`config.mk`:
```
export PLATFORM = sky130hd
export DESIGN_NAME = pipeline_hazard_ctrl
export DESIGN_NICKNAME = d
export VERILOG_FILES = /design/src/rtl/pipeline_ctrl_pkg.sv /design/src/rtl/pipeline_hazard_ctrl_load_use_detect.sv /design/src/rtl/pipeline_hazard_ctrl.sv
export SDC_FILE = /design/constraint.sdc
export NUM_CORES = 1
export LEC_CHECK = 0
export BUFFER_PORTS_ARGS = -buffer_cell sky130_fd_sc_hd__buf_2
export CAP_MARGIN = 5
export CORE_UTILIZATION = 40
export DETAILED_ROUTE_END_ITERATION = 6
export PLACE_DENSITY = 0.78
export SLEW_MARGIN = 10
export SYNTH_ARGS = -nofsm -noshare
export SYNTH_HDL_FRONTEND = slang
export SYNTH_SLANG_ARGS = --single-unit
```
`constraint.sdc`:
```
create_clock -name clk -period 5.3 [get_ports clk]
set_input_delay 0.53 -clock clk [delete_from_list [all_inputs] [get_ports clk]]
set_output_delay 0.53 -clock clk [all_outputs]
set_load 0.05 [all_outputs]
```
`src/rtl/pipeline_ctrl_pkg.sv`:
```
// pipeline_ctrl_pkg: shared state encoding and register-file constants for the hazard controller
package pipeline_ctrl_pkg;
  typedef enum logic [1:0] {RUN, MEMWAIT, ERROR} state_t;
  localparam int ZERO_REG_IDX = 31;
endpackage

```
`src/rtl/pipeline_hazard_ctrl_load_use_detect.sv`:
```
// load_use_detect: flags an ID source matching the destination of a load in EX
module load_use_detect
  import pipeline_ctrl_pkg::*;
(
  input  logic [31:0] i_asel_id,
  input  logic [31:0] i_bsel_id,
  input  logic        i_buse_id,
  input  logic [31:0] i_dsel_ex,
  input  logic        i_lw_ex,
  output logic        o_load_use
);
  logic [31:0] w_mask;
  logic [31:0] w_src;
  // the zero register never carries a real dependency
  assign w_mask = ~(32'd1 << ZERO_REG_IDX);
  assign w_src = i_asel_id | (i_bsel_id & {32{i_buse_id}});
  assign o_load_use = i_lw_ex & |(i_dsel_ex & w_mask & w_src);
endmodule

```
`src/rtl/pipeline_hazard_ctrl.sv`:
```
// pipeline_hazard_ctrl: stall/flush sequencer with load-use detection, branch squash and dmem handshake
module pipeline_hazard_ctrl
  import pipeline_ctrl_pkg::*;
#(
  parameter int MEM_TIMEOUT = 16,
  parameter int CNT_W = 16
) (
  input  logic             clk,
  input  logic             rst_n,
  input  logic [31:0]      Asel_ID,
  input  logic [31:0]      Bsel_ID,
  input  logic             Buse_ID,
  input  logic [31:0]      Dsel_EX,
  input  logic             LW_EX,
  input  logic             LW_MEM,
  input  logic             SW_MEM,
  input  logic             BEQ_MEM,
  input  logic             BNE_MEM,
  input  logic             BLT_MEM,
  input  logic             BGE_MEM,
  input  logic             zcomp_MEM,
  input  logic             nzcomp_MEM,
  input  logic             neg_MEM,
  input  logic             dmem_ack,
  output logic             dmem_req,
  output logic             pc_en,
  output logic             if_id_en,
  output logic             id_ex_en,
  output logic             ex_mem_en,
  output logic             mem_wb_en,
  output logic             if_id_flush,
  output logic             id_ex_flush,
  output logic             ex_mem_flush,
  output logic             pc_sel,
  output logic             mem_err,
  output logic [CNT_W-1:0] stall_cnt,
  output logic [CNT_W-1:0] flush_cnt
);
  localparam int WAIT_W = $clog2(MEM_TIMEOUT + 1);
  state_t            r_state, w_state_nxt;
  logic [WAIT_W-1:0] r_wait, w_wait_nxt, w_wait_inc;
  logic [CNT_W-1:0]  r_stall_cnt, r_flush_cnt;
  logic              w_mem_access, w_taken, w_load_use, w_freeze, w_err;
  logic              w_stall_inc, w_flush_inc, w_pc_sel, w_req;
  logic [4:0]        w_en;
  logic [2:0]        w_flush;

  load_use_detect u_lud (
    .i_asel_id (Asel_ID),
    .i_bsel_id (Bsel_ID),
    .i_buse_id (Buse_ID),
    .i_dsel_ex (Dsel_EX),
    .i_lw_ex   (LW_EX),
    .o_load_use(w_load_use)
  );

  always_comb begin
    w_err = r_state == ERROR;
    w_mem_access = LW_MEM | SW_MEM;
    w_taken = (BEQ_MEM & zcomp_MEM) | (BNE_MEM & nzcomp_MEM) | (BLT_MEM & neg_MEM) | (BGE_MEM & ~neg_MEM);
    w_freeze = w_err || (w_mem_access && !dmem_ack);
    w_wait_inc = r_wait + WAIT_W'(1);
    w_req = !w_err && w_mem_access;
    w_stall_inc = w_freeze ? !w_err : (!w_taken && w_load_use);
    w_flush_inc = !w_freeze && w_taken;
    w_pc_sel = !w_freeze && w_taken;
    w_en = w_freeze ? 5'b00000 : (!w_taken && w_load_use) ? 5'b00111 : 5'b11111;
    w_flush = w_freeze ? 3'b000 : w_taken ? 3'b111 : w_load_use ? 3'b010 : 3'b000;
    w_state_nxt = w_err ? ERROR : !w_freeze ? RUN :
                  (r_state == MEMWAIT && w_wait_inc == WAIT_W'(MEM_TIMEOUT)) ? ERROR : MEMWAIT;
    w_wait_nxt = (r_state == MEMWAIT && w_freeze) ? w_wait_inc : '0;
  end

  // reset forces a safe bubble-everything pattern without waiting for a clock
  assign {pc_en, if_id_en, id_ex_en, ex_mem_en, mem_wb_en} = rst_n ? w_en : 5'b00000;
  assign {if_id_flush, id_ex_flush, ex_mem_flush} = rst_n ? w_flush : 3'b111;
  assign pc_sel = rst_n & w_pc_sel;
  assign dmem_req = rst_n & w_req;
  assign mem_err = w_err;
  assign stall_cnt = r_stall_cnt;
  assign flush_cnt = r_flush_cnt;

  always_ff @(posedge clk or negedge rst_n) begin
    if (!rst_n) begin
      r_state <= RUN;
      r_wait <= '0;
      r_stall_cnt <= '0;
      r_flush_cnt <= '0;
    end else begin
      r_state <= w_state_nxt;
      r_wait <= w_wait_nxt;
      if (w_stall_inc && !(&r_stall_cnt)) r_stall_cnt <= r_stall_cnt + CNT_W'(1);
      if (w_flush_inc && !(&r_flush_cnt)) r_flush_cnt <= r_flush_cnt + CNT_W'(1);
    end
  end
endmodule

```
==> out/qor.yml <==
finalHoldViolations: 0
grtUsageTotal: 0.216
antenna_found_initial: 0
root_buffer: "clkbuf_8"
grt_pass1_vias: 2271
postRouteAntennaNets: 0
drt-total-wl_um: 6210
postSynth.asyncResetShare: 1.00
worst_hold_path_type: "in2async"
cts_sinks: 39
clock.fmax_mhz: 317
cts_buffer_depth: 2
syn2layout_area_growth_pct: 36.7
grt_max_degree: 43
r2r_end: "stall_cnt[1]"
report.final.slew_viol_count: 0
drc: 0
n_antenna_cell: 0
hold_buffers: 0
finalClockSkew_ps: 5.41
drive_gt1_frac: 0.423
io_buffers: 149
netlist.area_leader.share: 0.424
cts-buffers-inserted: 5
power.total_w: 0.00101
setup_violations: 0
maxSlewHeadroom: 0.408
dominantRegCellSynth: "dfrtp_1"
crit_type: "in2out"
first_pass_iters: 7
io_pins: 153
final.setup.tns_ps: 0
grt_first_pass_wirelength_um: 10300
crit_arrival_ps: 2620
worst-path-max-fanout: 31
crit_path_start_kind: "input pin"
nets: 494
synth_edf_count: 0
syn_area_per_cell_um2: 9.88
synth.top_cells.by_count: "dfrtp_1 (39), a21o_1 (32), xnor2_1 (21)"
ys_top_cells_by_area: "dfrtp_1 (42%), a21o_1 (10%), xnor2_1 (8.0%)"
wire_per_inst_um: 13.7
clk_pin_slew_worst_paths_ps: 70
postSynthCellCount: 233
rsz0062_at_grt: "no"
synth.ff_latch_count: 39
dpl_worst_slack_ps: 2190
core.rowCount: 27
post_cts_buffers: 0
ys_seq_area_frac: 0.424
worst_slew_pin_slew_ps: 888
cts_max_level: 2
reg2reg_depth: 7
ys_warn_count: 0
via_per_inst: 4.98
power.density_nw_per_um2: 320
worstPathRequired_ps: 4770
initial_core_util: 0.415
final.period_utilization: 0.594
max_cap_violations: 0
yosysUniqueCellTypes: 36
vias: 2257
fin_ws_ps: 2150
stdcell_area_um2: 3140
end_kind: "output pin"
overflow: 0
synth.most_common_cell: "dfrtp_1"
placed_area_um2: 3060
worst_hold_slack_ps: 372
dieArea_um2: 6060
r2r_start: "stall_cnt[5]"
coreArea_um2: 5540
fin_crit_ps: 3150
die_x_um: 77.8
fp.dieH_um: 77.8
gp_congestion: 0.830
cts_tree: "yes"
r2r_slack_ps: 3000
netlist_area_um2: 2300
p_leak_nw: 1.79
dr.first_iter.drc_count: 88
clkLatencyLatePin_ps: 280
syn-num-nets: 347
ir_drop_v: 0.000348
dp_hpwl_um: 5120
cts_resized: 0
outcome: "finished clean"
synth_top_area_cell: "dfrtp_1"
-- metal layers --
layer	share of wire	routed length [µm]	global-route usage
met3	0.054	337	0.0494
met5	0	0	0
met2	0.50	3080	0.381
met1	0.43	2680	0.256
met4	0.017	103	0.0774
-- cell type report --
| cell class | count | area (µm²) |
|---|---|---|
| Clock buffer | 7 | 76.3 |
| Multi-Input combinational cell | 182 | 1240 |
| Tap cell | 72 | 90.1 |
| Timing Repair Buffer | 149 | 746 |
| Clock inverter | 1 | 5.00 |
| Inverter | 3 | 11.3 |
| Sequential cell | 39 | 976 |
| Fill cell | 512 | 2400 |
-- cells by family (layout without fill, tap and decap cells) --
logic type / count (synthesis) / after routing / synth area share
buffers and inverters: 12 / 160 / 0.0370
flip-flops: 39 / 39 / 0.424
XOR/XNOR: 32 / 32 / 0.122
multiplexers: 4 / 4 / 0.0190
adder cells (fa/ha/maj): 4 / 4 / 0.0218
AND/OR/NAND/NOR: 87 / 87 / 0.195
AO/OA/AOI/OAI: 55 / 55 / 0.181
-- report_power, final --
part	switching, W	internal [W]	total, W
Sequential	0.0000608	0.000347	0.000407
Combinational	0.000282	0.000130	0.000412
Clock	0.0000949	0.0000923	0.000187
-- cells in the final DEF, fill, tap and decap left out, types with 2 or more instances in the layout --
master / synthesis / layout
buf_2: 2 / 149
dfrtp_1: 39 / 39
a21o_1: 32 / 32
xnor2_1: 21 / 21
nand2_1: 19 / 19
nor2_1: 18 / 18
nand3_1: 15 / 15
a22oi_1: 14 / 14
and3_1: 12 / 12
nand4_1: 12 / 12
xor2_1: 11 / 11
clkbuf_8: 0 / 5
ha_1: 4 / 4
inv_1: 3 / 3
mux2_2: 2 / 2
a21oi_1: 2 / 2
and2_1: 2 / 2
clkbuf_1: 0 / 2
-- worst max path at each step --
stage,start,cells after the start,slack (ps),to
floorplan,Buse_ID,8,1990,pc_en
global placement,Buse_ID,8,2250,if_id_en
detailed placement,Buse_ID,8,2190,if_id_en
CTS,Buse_ID,8,2170,if_id_en
global route,Buse_ID,8,2010,if_id_en
finish,Buse_ID,8,2150,if_id_en
-- critical path: stages --
cell     delay, ps
buf_2          280
a21o_1         250
a22oi_1        270
nand4_1        190
nor4_2         330
and2b_1        230
a21oi_1        220
buf_2          320
-- through the flow --
step	utilization	instances
after detailed placement	0.553	445
after CTS	0.568	453
after floorplan	-	233
after global placement	0.553	445
after global routing	0.568	453
final	0.568	453
-- registers in the layout, indices dropped and copies added, names as in the netlist --
| name | flops |
|---|---|
| flush_cnt | 16 |
| r_wait | 5 |
| r_state | 2 |
| stall_cnt | 16 |
Note: power is estimated with default switching activity, not from simulation.
